==> src/rtl/count_wrap_tracker_pkg.sv <==
// Shared constants and FSM encoding for the count wrap tracker.
// Parameter defaults for the tracker and its prediction logic come from here.
package count_pkg;

    localparam int unsigned CNT_W   = 4;
    localparam int unsigned CNT_MIN = 2;
    localparam int unsigned CNT_MAX = 10;

    typedef enum logic [1:0] {IDLE, SYNC, TRACK, ERROR} trk_state_t;

endpackage

==> src/rtl/count_wrap_tracker_if.sv <==
// Observation bus between the up/down counter side and the wrap tracker.
// The master drives counter activity; the slave (tracker) returns status.
interface count_wrap_tracker_if
    import count_pkg::*;
#(
    parameter int unsigned WIDTH  = CNT_W,
    parameter int unsigned WRAP_W = 8
);
    logic              cnt_resetn;
    logic              load;
    logic              up_down;
    logic [WIDTH-1:0]  din;
    logic [WIDTH-1:0]  count;
    logic              clear;

    logic [WIDTH-1:0]  expected;
    logic              wrap_up;
    logic              wrap_dn;
    logic              step_err;
    logic              range_err;
    logic              err_sticky;
    logic [WRAP_W-1:0] wrap_cnt;
    logic [1:0]        state;

    modport master (
        output cnt_resetn, load, up_down, din, count, clear,
        input  expected, wrap_up, wrap_dn, step_err, range_err, err_sticky, wrap_cnt, state
    );

    modport slave (
        input  cnt_resetn, load, up_down, din, count, clear,
        output expected, wrap_up, wrap_dn, step_err, range_err, err_sticky, wrap_cnt, state
    );
endinterface

==> src/rtl/count_wrap_tracker_predict.sv <==
// Next-count function of the loadable up/down counter, evaluated on the
// control and count values the counter sampled at the previous edge.
module count_predict
    import count_pkg::*;
#(
    parameter int unsigned WIDTH   = CNT_W,
    parameter int unsigned MIN_VAL = CNT_MIN,
    parameter int unsigned MAX_VAL = CNT_MAX
) (
    input  logic [WIDTH-1:0] prev,
    input  logic             load_q,
    input  logic             ud_q,
    input  logic [WIDTH-1:0] din_q,
    output logic [WIDTH-1:0] expected
);
    localparam logic [WIDTH-1:0] MIN_L = WIDTH'(MIN_VAL);
    localparam logic [WIDTH-1:0] MAX_L = WIDTH'(MAX_VAL);

    always_comb begin
        expected = din_q;
        if (load_q) begin
            if (ud_q) begin
                expected = (prev == MAX_L) ? MIN_L : prev + WIDTH'(1);
            end else begin
                expected = (prev == MIN_L) ? MAX_L : prev - WIDTH'(1);
            end
        end
    end
endmodule

==> src/rtl/count_wrap_tracker.sv <==
// Shadows the loadable up/down counter: predicts each count, flags step and
// range errors and wrap events, and keeps a saturating wrap tally.
module count_wrap_tracker
    import count_pkg::*;
#(
    parameter int unsigned WIDTH   = CNT_W,
    parameter int unsigned MIN_VAL = CNT_MIN,
    parameter int unsigned MAX_VAL = CNT_MAX,
    parameter int unsigned WRAP_W  = 8
) (
    input logic                 clock,
    input logic                 reset,
    count_wrap_tracker_if.slave trk
);
    localparam logic [WIDTH-1:0] MIN_L = WIDTH'(MIN_VAL);
    localparam logic [WIDTH-1:0] MAX_L = WIDTH'(MAX_VAL);

    trk_state_t        state_q, state_d;
    logic [WIDTH-1:0]  prev_count_q, prev_count_d;
    logic [WIDTH-1:0]  din_q, din_d;
    logic              load_q, load_d;
    logic              ud_q, ud_d;
    logic              wrap_up_q, wrap_up_d;
    logic              wrap_dn_q, wrap_dn_d;
    logic              step_err_q, step_err_d;
    logic              range_err_q, range_err_d;
    logic              err_sticky_q, err_sticky_d;
    logic [WRAP_W-1:0] wrap_cnt_q, wrap_cnt_d;

    logic [WIDTH-1:0]  pred;
    logic              chk_step, chk_range, chk_wup, chk_wdn;

    count_predict #(
        .WIDTH   (WIDTH),
        .MIN_VAL (MIN_VAL),
        .MAX_VAL (MAX_VAL)
    ) u_predict (
        .prev     (prev_count_q),
        .load_q   (load_q),
        .ud_q     (ud_q),
        .din_q    (din_q),
        .expected (pred)
    );

    always_comb begin
        prev_count_d = trk.count;
        load_d       = trk.load;
        ud_d         = trk.up_down;
        din_d        = trk.din;
        state_d      = state_q;
        wrap_up_d    = 1'b0;
        wrap_dn_d    = 1'b0;
        step_err_d   = 1'b0;
        range_err_d  = 1'b0;
        err_sticky_d = err_sticky_q;
        wrap_cnt_d   = wrap_cnt_q;

        chk_step  = (trk.count != pred);
        chk_range = (trk.count < MIN_L) || (trk.count > MAX_L);
        chk_wup   = load_q &&  ud_q && (prev_count_q == MAX_L) && (trk.count == MIN_L);
        chk_wdn   = load_q && !ud_q && (prev_count_q == MIN_L) && (trk.count == MAX_L);

        // clear outranks everything; ERROR is held through counter resets
        if (trk.clear) begin
            state_d      = IDLE;
            err_sticky_d = 1'b0;
            wrap_cnt_d   = '0;
        end else if (!trk.cnt_resetn && state_q != ERROR) begin
            state_d = IDLE;
        end else begin
            case (state_q)
                IDLE:  state_d = SYNC;
                SYNC:  state_d = TRACK;
                TRACK: begin
                    step_err_d  = chk_step;
                    range_err_d = chk_range;
                    wrap_up_d   = chk_wup;
                    wrap_dn_d   = chk_wdn;
                    if (chk_step || chk_range) begin
                        state_d      = ERROR;
                        err_sticky_d = 1'b1;
                    end
                    if ((chk_wup || chk_wdn) && wrap_cnt_q != '1) begin
                        wrap_cnt_d = wrap_cnt_q + WRAP_W'(1);
                    end
                end
                ERROR:   state_d = ERROR;
                default: state_d = IDLE;
            endcase
        end
    end

    always_ff @(posedge clock or posedge reset) begin
        if (reset) begin
            state_q      <= IDLE;
            prev_count_q <= '0;
            din_q        <= '0;
            load_q       <= 1'b0;
            ud_q         <= 1'b0;
            wrap_up_q    <= 1'b0;
            wrap_dn_q    <= 1'b0;
            step_err_q   <= 1'b0;
            range_err_q  <= 1'b0;
            err_sticky_q <= 1'b0;
            wrap_cnt_q   <= '0;
        end else begin
            state_q      <= state_d;
            prev_count_q <= prev_count_d;
            din_q        <= din_d;
            load_q       <= load_d;
            ud_q         <= ud_d;
            wrap_up_q    <= wrap_up_d;
            wrap_dn_q    <= wrap_dn_d;
            step_err_q   <= step_err_d;
            range_err_q  <= range_err_d;
            err_sticky_q <= err_sticky_d;
            wrap_cnt_q   <= wrap_cnt_d;
        end
    end

    // No valid sample history in IDLE, so report the counter's reset value
    assign trk.expected   = (state_q == IDLE) ? MIN_L : pred;
    assign trk.wrap_up    = wrap_up_q;
    assign trk.wrap_dn    = wrap_dn_q;
    assign trk.step_err   = step_err_q;
    assign trk.range_err  = range_err_q;
    assign trk.err_sticky = err_sticky_q;
    assign trk.wrap_cnt   = wrap_cnt_q;
    assign trk.state      = state_q;
endmodule
==> src/flat_wrapper.sv <==
// flat-port wrapper written by rule: the top's interface ports become plain ports
module count_wrap_tracker_flat import count_pkg::*;
#(
    parameter int unsigned WIDTH   = CNT_W,
    parameter int unsigned MIN_VAL = CNT_MIN,
    parameter int unsigned MAX_VAL = CNT_MAX,
    parameter int unsigned WRAP_W  = 8
)
  (clock, reset, trk_cnt_resetn, trk_load, trk_up_down, trk_din, trk_count, trk_clear, trk_expected, trk_wrap_up, trk_wrap_dn, trk_step_err, trk_range_err, trk_err_sticky, trk_wrap_cnt, trk_state);
  count_wrap_tracker_if #(.WIDTH(WIDTH), .WRAP_W(WRAP_W)) trk_i ();
  input logic clock;
  input logic reset;
  input wire logic [$bits(trk_i.cnt_resetn)-1:0] trk_cnt_resetn;
  input wire logic [$bits(trk_i.load)-1:0] trk_load;
  input wire logic [$bits(trk_i.up_down)-1:0] trk_up_down;
  input wire logic [$bits(trk_i.din)-1:0] trk_din;
  input wire logic [$bits(trk_i.count)-1:0] trk_count;
  input wire logic [$bits(trk_i.clear)-1:0] trk_clear;
  output wire logic [$bits(trk_i.expected)-1:0] trk_expected;
  output wire logic [$bits(trk_i.wrap_up)-1:0] trk_wrap_up;
  output wire logic [$bits(trk_i.wrap_dn)-1:0] trk_wrap_dn;
  output wire logic [$bits(trk_i.step_err)-1:0] trk_step_err;
  output wire logic [$bits(trk_i.range_err)-1:0] trk_range_err;
  output wire logic [$bits(trk_i.err_sticky)-1:0] trk_err_sticky;
  output wire logic [$bits(trk_i.wrap_cnt)-1:0] trk_wrap_cnt;
  output wire logic [$bits(trk_i.state)-1:0] trk_state;
  assign trk_i.cnt_resetn = trk_cnt_resetn;
  assign trk_i.load = trk_load;
  assign trk_i.up_down = trk_up_down;
  assign trk_i.din = trk_din;
  assign trk_i.count = trk_count;
  assign trk_i.clear = trk_clear;
  assign trk_expected = trk_i.expected;
  assign trk_wrap_up = trk_i.wrap_up;
  assign trk_wrap_dn = trk_i.wrap_dn;
  assign trk_step_err = trk_i.step_err;
  assign trk_range_err = trk_i.range_err;
  assign trk_err_sticky = trk_i.err_sticky;
  assign trk_wrap_cnt = trk_i.wrap_cnt;
  assign trk_state = trk_i.state;
  count_wrap_tracker #(.WIDTH(WIDTH), .MIN_VAL(MIN_VAL), .MAX_VAL(MAX_VAL), .WRAP_W(WRAP_W)) u_core (.clock(clock), .reset(reset), .trk(trk_i));
endmodule
==> config.mk <==
export PLATFORM = sky130hd
export DESIGN_NAME = count_wrap_tracker_flat
export DESIGN_NICKNAME = d
export VERILOG_FILES = /design/src/rtl/count_wrap_tracker_pkg.sv /design/src/rtl/count_wrap_tracker_if.sv /design/src/rtl/count_wrap_tracker_predict.sv /design/src/rtl/count_wrap_tracker.sv /design/src/flat_wrapper.sv
export SDC_FILE = /design/constraint.sdc
export NUM_CORES = 1
export LEC_CHECK = 0
export CORE_MARGIN = 2
export CORE_UTILIZATION = 35
export CTS_BUF_LIST = sky130_fd_sc_hd__clkbuf_8
export CTS_CLUSTER_SIZE = 28
export DETAILED_ROUTE_END_ITERATION = 12
export PLACE_DENSITY_LB_ADDON = 0.3
export REMOVE_ABC_BUFFERS = 1
export SETUP_SLACK_MARGIN = 0.02
export SLEW_MARGIN = 20
export SYNTH_ARGS = -nofsm -noshare
export SYNTH_HDL_FRONTEND = slang
export SYNTH_SLANG_ARGS = --single-unit
==> constraint.sdc <==
create_clock -name clock -period 3 [get_ports clock]
set_input_delay 0.6 -clock clock [delete_from_list [all_inputs] [get_ports clock]]
set_output_delay 0.6 -clock clock [all_outputs]
set_load 0.05 [all_outputs]
==> results.md, run 1 <==
- Clock transition at the registers of the reported paths: roughly 0.080 ns
- M3 GR Usage: 0.0239
- Crit path DAT: about 2.3 ns
- Vias after detailed routing: 1060
- Gr busiest metal: met2
- Post-synth EDFFs: 0
- Met2 Usage GRT: 0.239
- Drt pass-1 iters: 4
- WL final: 2840 µm
- Number of buffers created by CTS: 3
- TritonCTS clock tree: built
- Avg Inst Size Synth: 10.2 µm²
- Routability cong.: ~0.83
- Core area: 3660 µm²
- Max Cap Viol: 0
- Max Freq: ~0.35 GHz
- Vias in the first global route: ~1100
- First-pass GRT wire length: 4800 µm
- WP data required: 2.40 ns
- CP max-delay cell: or3b_2
- H-tree Lvls: 1
- Max Fanout on Critical Path: 6
- Die width: 65.9 µm
- Top cell type's share of synthesized area: 0.466
- Initial drt markers: 39
- IO Port Bufs: 32
- Setup Viol. Count Final: 0
- Hold Path Stages: 1
- Ant diodes: 0
- DRC viols: 0
- Kind of critical path: register to output port
- Final hold viol count: 0
- Final period util: 0.954
- Final Cell Area: 1760 µm²
- Worst setup SP type: register
- Pin count of the biggest net entering global routing: 26
- Levels on crit path: 7
- Synth top area cells: dfrtp_1 (47%), xnor2_1 (4.6%), nor2_1 (4.2%), ha_1 (3.7%), nand2_1 (3.4%)
- FILL cells: 337
- Post-Syn Area: ~1300 µm²
- Yosys reg bits: 25
- Met1 Use GR: 0.188
- Row cnt: 22
- Worst-Skew Late Latency: around 0.26 ns
- Synth area leader: dfrtp_1
- Yosys cell types: 44
- PwrDens: 386 nW/µm²
- Static leakage: between 0.7 and 0.8 nW
- DRT antenna net count: 0
- Fraction of layout cells with a size suffix above 1: 0.128
- Initial antenna violation count: 0
- Syn Inst Count: 131
- Worst-path cell chain: inv_1 -> ha_2 -> or3b_2 -> a41oi_1 -> o21ai_2 -> nor2_2 -> buf_12
- Worst setup margin: 0.138 ns
- DR vias/cell: 5.00
- CTS sink cnt: 25
- Final nets: 183
- Die area: 4350 µm²
- Die Y: 65.9 µm
- Slew Viols, Final: 0
- Least-Margin Pin Slew: 0.502 ns
- Asr flop ratio synth: 1.00
- FF-to-FF path depth: 8
- Initial core utilization: 0.367
- Outcome: completed
- Clk_skew: 0.00557 ns
- CP peak stage delay: between 0.4 and 0.5 ns
- Slew HR: 0.664
- Most common cell after layout, fill and taps aside: clkdlybuf4s50_1
- RSZ-0062 raised after global routing: no
- CP bufs+invs: 2
- Seq/Total Area, Yosys: 0.466
- Most frequent cells in the layout: clkdlybuf4s50_1 (29), dfrtp_1 (25), nor2_1 (14)
- Post-layout minimum cycle time: 2.86 ns
- CP delay by family, top: simple AND/OR/NAND/NOR gates
- Clock Root Buffer: clkbuf_8
- Clock buffer depth: 2
- Peak VDD IR: 0.154 mV
- Hpwl dp: 2200 µm
- Area after DPL: 1710 µm²
- Global Route Usage Sum: 0.144
- Area Overhead vs Synth: 31.3%
- CP Capture Type: output port
- Num ports: 33
- Worst Hold Class: register to register
- Synthesis Warnings: 0
- Hold WS: slightly above 0.5 ns
- Cts hold-fix bufs: 0
- Fin Setup TNS: 0 ns
- Primary FF master, synth: dfrtp_1
- Routed wire per std cell: between 10 and 15 µm
- Total gr overflow: 0
- Place WS: approximately 0.31 ns
layout make-up:
| class | count | area (µm²) | share of cell area |
|---|---|---|---|
| tap | 48 | 60.1 | 0.0341 |
| clock inverter | 1 | 5.00 | 0.00284 |
| inverter | 9 | 33.8 | 0.0192 |
| sequential | 25 | 626 | 0.355 |
| multi-input combinational | 93 | 664 | 0.377 |
| clock buffer | 3 | 41.3 | 0.0234 |
| timing repair buffer | 33 | 333 | 0.189 |
repair_timing:
| item | 4_1_cts | 5_1_grt |
|---|---|---|
| gates cloned | 0 | 0 |
| setup buffers | 0 | 0 |
| gates resized for setup | 1 | 3 |
| pin swaps | 1 | 0 |
| hold endpoints to repair | 0 | 0 |
| endpoints found under the setup margin | 1 | 2 |
cell usage after synthesis (all sizes together) (3+ instances only):
master	instances
ha	4
nand3b	3
nor3	5
nand2	13
o21ai	4
nand3	3
buf	3
inv	9
xor2	4
a21oi	3
mux2i	3
nor2	15
dfrtp	25
xnor2	7
report_power, final:
group | total [W] | internal [W] | switching (W)
registers | 0.000359 | 0.000346 | 0.0000133
logic | 0.000128 | 0.0000544 | 0.0000738
clock network | 0.000193 | 0.0000926 | 0.000100
registers in the layout (all words and copies together) (netlist names):
register               flops
u_core.trk.wrap_up         1
u_core.trk.wrap_cnt        8
u_core.trk.state           2
u_core.prev_count_q        4
u_core.trk.range_err       1
u_core.din_q               4
u_core.trk.err_sticky      1
u_core.trk.wrap_dn         1
u_core.ud_q                1
u_core.load_q              1
u_core.trk.step_err        1
through the flow:
stage           util  total power [W]  std cells
2_1_floorplan      -         0.000436        127
3_3_place_gp   0.467         0.000489        208
3_5_place_dp   0.467         0.000492        208
4_1_cts        0.479         0.000687        212
5_1_grt        0.482         0.000716        212
6_report       0.482         0.000680        212
cell families after synthesis:
family / Yosys count / share of synthesized area
flip-flops: 25 / 0.466
AO/OA/AOI/OAI: 21 / 0.125
multiplexers: 3 / 0.0224
XOR/XNOR: 11 / 0.0718
AND/OR/NAND/NOR: 54 / 0.232
buffers and inverters: 13 / 0.0457
adder cells (fa/ha/maj): 4 / 0.0373
metal layers:
| layer | up-vias | wire length (µm) |
|---|---|---|
| met5 | - | 0 |
| li1 | 519 | - |
| met1 | 511 | 1320 |
| met3 | 7 | 94 |
| met2 | 23 | 1360 |
| met4 | 0 | 55 |
worst paths after layout:
path	startpoint	to	slack [ns]
setup / recovery	u_core.prev_count_q[0]$_DFF_PP0_	trk_expected[3]	0.14
hold / removal	u_core.trk.err_sticky$_DFFE_PP0P_	u_core.trk.err_sticky$_DFFE_PP0P_	0.51
setup reg to reg	u_core.prev_count_q[0]$_DFF_PP0_	u_core.trk.state[0]$_DFFE_PP0P_	0.55
hold reg to reg	u_core.trk.err_sticky$_DFFE_PP0P_	u_core.trk.err_sticky$_DFFE_PP0P_	0.51
max in group asynchronous	reset	u_core.prev_count_q[0]$_DFF_PP0_	2.07
min in group asynchronous	reset	u_core.trk.wrap_cnt[1]$_DFFE_PP0P_	0.68
No activity file was read; power rests on OpenSTA's default activity.
==> run 2, diff against run 1 <==
--- a/config.mk
+++ b/config.mk
@@ -8,11 +8,11 @@
 export CORE_MARGIN = 2
 export CORE_UTILIZATION = 35
 export CTS_BUF_LIST = sky130_fd_sc_hd__clkbuf_8
+export CTS_CLUSTER_DIAMETER = 200
 export CTS_CLUSTER_SIZE = 28
 export DETAILED_ROUTE_END_ITERATION = 12
 export PLACE_DENSITY_LB_ADDON = 0.3
 export REMOVE_ABC_BUFFERS = 1
-export SETUP_SLACK_MARGIN = 0.02
 export SLEW_MARGIN = 20
 export SYNTH_ARGS = -nofsm -noshare
 export SYNTH_HDL_FRONTEND = slang
==> results.md, run 2 (synthesis results as in run 1) <==
- First-pass GRT wire length: 4800 µm (unchanged)
- Clk_skew: 0.00552 ns (-0.0000471 ns)
- Most common cell after layout, fill and taps aside: clkdlybuf4s50_1
- Vias after detailed routing: 1063 (+0.28%)
- Crit. Startpoint: u_core.prev_count_q[0]$_DFF_PP0_
- Final hold viol count: 0 (unchanged)
- Vias in the first global route: 1087 (unchanged)
- Multi-input gate area: 661 µm² (-0.56%)
- Clock transition at the registers of the reported paths: 0.08 ns (about the same)
- CP peak stage delay: 0.48 ns (about the same)
- Initial core utilization: 0.367 (unchanged)
- DRT antenna net count: 0 (unchanged)
- Drt pass-1 iters: 4 (unchanged)
- FILL cells: 339 (+0.59%)
- FF-to-FF path depth: 8 (unchanged)
- Die Y: 65.9 µm (unchanged)
- Sw Ratio: 0.275 (-0.000412)
- Post-layout util: 0.481 (-0.00103)
- Num ports: 33 (unchanged)
- Area Overhead vs Synth: 31.0%
- RSZ-0062 raised after global routing: no
- Die area: 4350 µm² (unchanged)
- Net Switching: 0.000187 W (-0.27%)
- R2R setup slack: 0.52 ns (-0.03 ns)
- Worst Hold Class: register to register
- Fraction of layout cells with a size suffix above 1: 0.122 (-0.00610)
- Max Fanout on Critical Path: 6 (unchanged)
- Clock Root Buffer: clkbuf_8
- CTS sink cnt: 25 (unchanged)
- Worst-path cell chain: inv_1 -> ha_2 -> or3b_2 -> a41oi_1 -> o21ai_1 -> nor2_2 -> buf_12
- Fin Setup TNS: 0 ns (unchanged)
- Clock Power Share: 0.284 (about the same)
- CP max-delay cell: or3b_2
- DR vias/cell: 5.01 (+0.28%)
- Hpwl dp: 2200 µm (unchanged)
- Crit path DAT: 2.29 ns (+0.03 ns)
- Ant diodes: 0 (unchanged)
- Flop pwr share: 0.529 (about the same)
- Postcts setup bufs: 0 (unchanged)
- Outcome: completed
- WL final: 2840 µm (+0.21%)
- Slew HR: 0.664 (about the same)
- Pin count of the biggest net entering global routing: 26 (unchanged)
- Post-layout minimum cycle time: 2.89 ns (+0.0310 ns)
- Clock buffer depth: 2 (unchanged)
- Setup Viol. Count Final: 0 (unchanged)
- Number of buffers created by CTS: 3 (unchanged)
- Routed wire per std cell: 13.4 µm (+0.21%)
- Internal power: 0.000492 W (about the same)
- Kind of critical path: register to output port
- CP Capture Point: trk_expected[3]
- Worst-Skew Late Latency: 0.26 ns (about the same)
- Peak VDD IR: 0.154 mV (about the same)
- Worst setup SP type: register
- Hold_sp: u_core.trk.err_sticky$_DFFE_PP0P_
- Die width: 65.9 µm (unchanged)
- Static leakage: 0.735 nW (-0.17%)
- IO Port Bufs: 32 (unchanged)
- Max Cap Viol: 0 (unchanged)
- Max reg flops: 8 (unchanged)
- Total gr overflow: 0 (unchanged)
- Final period util: 0.964 (+0.0103)
- PwrDens: 386 nW/µm² (about the same)
- Initial drt markers: 39 (unchanged)
- Global Route Usage Sum: 0.144 (unchanged)
- Reg2reg end: u_core.trk.state[0]$_DFFE_PP0P_
- WP data required: 2.40 ns (about the same)
- TritonCTS clock tree: built
- Slew Viols, Final: 0 (unchanged)
- CP Capture Type: output port
- Core area: 3660 µm² (unchanged)
- DRC viols: 0 (unchanged)
- Reg2reg start: u_core.prev_count_q[0]$_DFF_PP0_
- Combinational Power Share: 0.188 (about the same)
- Most frequent cells in the layout: clkdlybuf4s50_1 (29), dfrtp_1 (25), nor2_1 (14)
- Final nets: 183 (unchanged)
- Routability cong.: 0.829 (unchanged)
- Sequential Area: 626 µm² (unchanged)
- Least-Margin Pin Slew: 0.502 ns (-0.00000179 ns)
- Row cnt: 22 (unchanged)
- Max Freq: 0.346 GHz (-1.1%)
- H-tree Lvls: 1 (unchanged)
- Initial antenna violation count: 0 (unchanged)
[run 2: metal layers]
layer	up-vias	wire, µm	global-route usage
met5	-	0	0
met3	7	94	0.0239
met4	0	55	0.0536
met1	514	1320	0.188
li1	519	-	-
met2	23	1370	0.239
[run 2: worst max-delay path, delay by kind of cell (launching register included)]
kind,cells,cell delay (ns)
flip-flops,1,0.45
adder cells (fa/ha/maj),1,0.24
AND/OR/NAND/NOR,2,0.67
buffers and inverters,2,0.28
AO/OA/AOI/OAI,2,0.39
[run 2: layout make-up]
cell class,instances,area share
clock buffer,3,0.0235
inverter,9,0.0192
clock inverter,1,0.00284
timing repair buffer,33,0.189
tap,48,0.0341
sequential,25,0.356
multi-input combinational,93,0.376
[run 2: power groups by stage]
| stage | registers (W) | clock network, W | logic, W |
|---|---|---|---|
| floorplan | 0.000371 | 0 | 0.0000652 |
| finish | 0.000359 | 0.000193 | 0.000127 |
| detailed placement | 0.000365 | 0 | 0.000127 |
| CTS | 0.000359 | 0.000201 | 0.000127 |
| global route | 0.000361 | 0.000216 | 0.000138 |
| global placement | 0.000365 | 0 | 0.000124 |
[run 2: worst min-delay path by stage]
stage | endpoint | slack, ns | cells past startpoint
global placement | u_core.trk.err_sticky$_DFFE_PP0P_ | 0.49 | 1
detailed placement | u_core.trk.err_sticky$_DFFE_PP0P_ | 0.48 | 1
global route | u_core.trk.err_sticky$_DFFE_PP0P_ | 0.56 | 1
finish | u_core.trk.err_sticky$_DFFE_PP0P_ | 0.51 | 1
CTS | u_core.trk.err_sticky$_DFFE_PP0P_ | 0.51 | 1
floorplan | u_core.din_q[0]$_DFF_PP0_ | 0.63 | 1
[run 2: repair_timing]
item                       4_1_cts  5_1_grt
hold buffers                     0        0
setup endpoints to repair        0        2
gates resized for setup          0        3
[run 2: per-stage QoR]
step	hold slack [ns]	power, W	setup WS (ns)	area, µm²	instances
final	0.506	0.000679	0.107	1760	212
after global routing	0.557	0.000715	0.00902	1760	212
after CTS	0.511	0.000687	0.0159	1750	212
after detailed placement	0.476	0.000492	0.312	1710	208
after global placement	0.488	0.000489	0.396	1710	208
after floorplan	0.627	0.000436	0.271	1320	127
==> run 3, diff against run 2 <==
--- a/config.mk
+++ b/config.mk
@@ -5,6 +5,7 @@
 export SDC_FILE = /design/constraint.sdc
 export NUM_CORES = 1
 export LEC_CHECK = 0
+export CAP_MARGIN = 20
 export CORE_MARGIN = 2
 export CORE_UTILIZATION = 35
 export CTS_BUF_LIST = sky130_fd_sc_hd__clkbuf_8
@@ -13,6 +14,7 @@
 export DETAILED_ROUTE_END_ITERATION = 12
 export PLACE_DENSITY_LB_ADDON = 0.3
 export REMOVE_ABC_BUFFERS = 1
+export SETUP_SLACK_MARGIN = 0.3
 export SLEW_MARGIN = 20
 export SYNTH_ARGS = -nofsm -noshare
 export SYNTH_HDL_FRONTEND = slang
==> constraint.sdc (replaced) <==
create_clock -name clock -period 3.3 [get_ports clock]
set_input_delay 0.66 -clock clock [delete_from_list [all_inputs] [get_ports clock]]
set_output_delay 0.66 -clock clock [all_outputs]
set_load 0.05 [all_outputs]
==> results.md, run 3 (synthesis results as in run 1) <==
- Crit. Startpoint: u_core.prev_count_q[0]$_DFF_PP0_
- Gr busiest metal: met2
- First-pass GRT wire length: 4770 µm (-0.73%)
- Net Switching: 0.000174 W (-7.1%)
- H-tree Lvls: 1 (unchanged)
- Worst setup SP type: register
- Post-layout minimum cycle time: approximately 2.9 ns
- Initial antenna violation count: 0 (unchanged)
- Final Cell Area: 1740 µm² (-0.92%)
- Vias in the first global route: 1035 (-4.8%)
- Pwr Total: 0.000618 W (-9.0%)
- Hold_sp: u_core.trk.err_sticky$_DFFE_PP0P_
- Initial core utilization: 0.367 (unchanged)
- Postcts setup bufs: 0 (unchanged)
- CP peak stage delay: 0.47 ns (about the same)
- DR vias/cell: 4.98 (-0.75%)
- WL final: 2840 µm (about the same)
- FF-to-FF path depth: 8 (unchanged)
- DRC viols: 0 (unchanged)
- Most frequent cells in the layout: clkdlybuf4s50_1 (29), dfrtp_1 (25), nor2_1 (15)
- Flop pwr share: 0.528 (about the same)
- Static leakage: 0.731 nW (-0.55%)
- Clock Power Share: 0.293 (+0.009)
- Final period util: 0.878
- WP data required: 2.64 ns (+0.24 ns)
- DRT antenna net count: 0 (unchanged)
- RSZ-0062 raised after global routing: no
- Slew Viols, Final: 0 (unchanged)
- Total gr overflow: 0 (unchanged)
- Outcome: completed
- Max Cap Viol: 0 (unchanged)
- Initial drt markers: 47 (+21%)
- Worst Hold Class: register to register
- Met1 Use GR: 0.189 (+0.000877)
- Reg2reg start: u_core.prev_count_q[0]$_DFF_PP0_
- Crit path DAT: 2.24 ns (-0.05 ns)
- Die area: 4350 µm² (unchanged)
- Max Freq: 0.345 GHz
- Combinational Power Share: 0.179 (-0.009)
- Max reg flops: 8 (unchanged)
- Met2 Usage GRT: 0.241 (+0.00253)
- Drt pass-1 iters: 4 (unchanged)
- Ant diodes: 0 (unchanged)
- R2R setup slack: 0.95 ns (+0.43 ns)
- IO Port Bufs: 32 (unchanged)
- Reg2reg end: u_core.trk.state[0]$_DFFE_PP0P_
- Setup Viol. Count Final: 0 (unchanged)
- Worst-Skew Late Latency: 0.26 ns (about the same)
- CTS sink cnt: 25 (unchanged)
- FILL cells: 340 (+0.29%)
- Fin Setup TNS: 0 ns (unchanged)
- Most common cell after layout, fill and taps aside: clkdlybuf4s50_1
- Clk_skew: 0.00147 ns (-0.00406 ns)
- Num ports: 33 (unchanged)
- Core area: 3660 µm² (unchanged)
- Final hold viol count: 0 (unchanged)
- Area after DPL: 1700 µm² (-0.44%)
- Sw Ratio: 0.281 (+0.00599)
- Vias after detailed routing: 1055 (-0.75%)
- TritonCTS clock tree: built
- Die Y: 65.9 µm (unchanged)
- Die width: 65.9 µm (unchanged)
- Pin count of the biggest net entering global routing: 26 (unchanged)
- Final Non-Filler Cells: 212 (unchanged)
- Area Overhead vs Synth: 29.8%
- Clock buffer depth: 2 (unchanged)
- Slew HR: 0.351 (-0.313)
- Hold WS: 0.516 ns (+0.00998 ns)
- Peak VDD IR: 0.246 mV (+60%)
- Internal power: 0.000444 W (-9.8%)
- Number of buffers created by CTS: 3 (unchanged)
- Hpwl dp: 2120 µm (-3.8%)
- Worst-path cell chain: inv_1 -> ha_2 -> or3b_2 -> a41oi_1 -> o21ai_0 -> nor2_1 -> buf_6
- M3 GR Usage: 0.0204 (-0.00341)
- Routability cong.: 0.865 (+4.4%)
- Kind of critical path: register to output port
- Global Route Usage Sum: 0.142 (-0.00186)
- Clock Root Buffer: clkbuf_8
- Placed cell count: 208 (unchanged)
- Clock transition at the registers of the reported paths: 0.09 ns (about the same)
- Hold Path Stages: 1 (unchanged)
- Routed wire per std cell: 13.4 µm (about the same)
- CP max-delay cell: or3b_2
- PwrDens: 355 nW/µm² (-8.2%)
- WHS Endpoint: u_core.trk.err_sticky$_DFFE_PP0P_
- Max Fanout on Critical Path: 6 (unchanged)
- CP Capture Type: output port
- Least-Margin Pin Slew: 0.972 ns (+0.471 ns)
- Row cnt: 22 (unchanged)
- Fraction of layout cells with a size suffix above 1: 0.116 (-0.00610)
- Final nets: 183 (unchanged)
## run 3: worst max path at each step
stage / end / slack, ns / depth (start not counted)
3_5_place_dp: trk_expected[1] / 0.34 / 6
6_report: trk_expected[3] / 0.40 / 7
4_1_cts: trk_expected[1] / 0.31 / 6
5_1_grt: trk_expected[3] / 0.30 / 7
2_1_floorplan: trk_expected[3] / 0.51 / 6
3_3_place_gp: trk_expected[1] / 0.37 / 6
## run 3: metal layers
| metal | vias to the layer above | part of all wire |
|---|---|---|
| met3 | 0 | 0.028 |
| met2 | 22 | 0.51 |
| met5 | - | 0 |
| li1 | 520 | - |
| met1 | 513 | 0.47 |
| met4 | 0 | 0 |
## run 3: repair_timing
action | 4_1_cts | 5_1_grt
pin swaps | 0 | 0
hold buffers | 0 | 0
endpoints found under the setup margin | 2 | 4
gates resized for setup | 2 | 6
## run 3: final cells by class
cell class | instances | area (µm²) | area share
clock inverters | 1 | 5.00 | 0.00287
well taps | 48 | 60.1 | 0.0345
multi-input cells | 93 | 658 | 0.378
inverters | 9 | 33.8 | 0.0194
repair buffers | 33 | 319 | 0.183
flip-flops and latches | 25 | 626 | 0.359
clock buffers | 3 | 41.3 | 0.0237
## run 3: per-stage QoR
| stage | setup slack, ns | util |
|---|---|---|
| detailed placement | 0.338 | 0.464 |
| global placement | 0.367 | 0.464 |
| global route | 0.303 | 0.476 |
| finish | 0.404 | 0.476 |
| CTS | 0.311 | 0.476 |
| floorplan | 0.511 | - |
## run 3: worst max-delay path, delay by kind of cell, from the launching register on
| kind | cells | cell delay, ns |
|---|---|---|
| and+or+nand+nor | 2 | 0.66 |
| DFF | 1 | 0.44 |
| AOI/OAI and AO/OA | 2 | 0.33 |
| buffers and inverters | 2 | 0.30 |
| adders and majority gates | 1 | 0.23 |
## run 3: power groups by stage
stage / Clock [W] / Sequential (W) / Combinational (W)
after CTS: 0.000186 / 0.000326 / 0.000111
after detailed placement: 0 / 0.000332 / 0.000112
final: 0.000181 / 0.000326 / 0.000111
after floorplan: 0 / 0.000337 / 0.0000593
after global placement: 0 / 0.000332 / 0.000112
after global routing: 0.000199 / 0.000328 / 0.000120
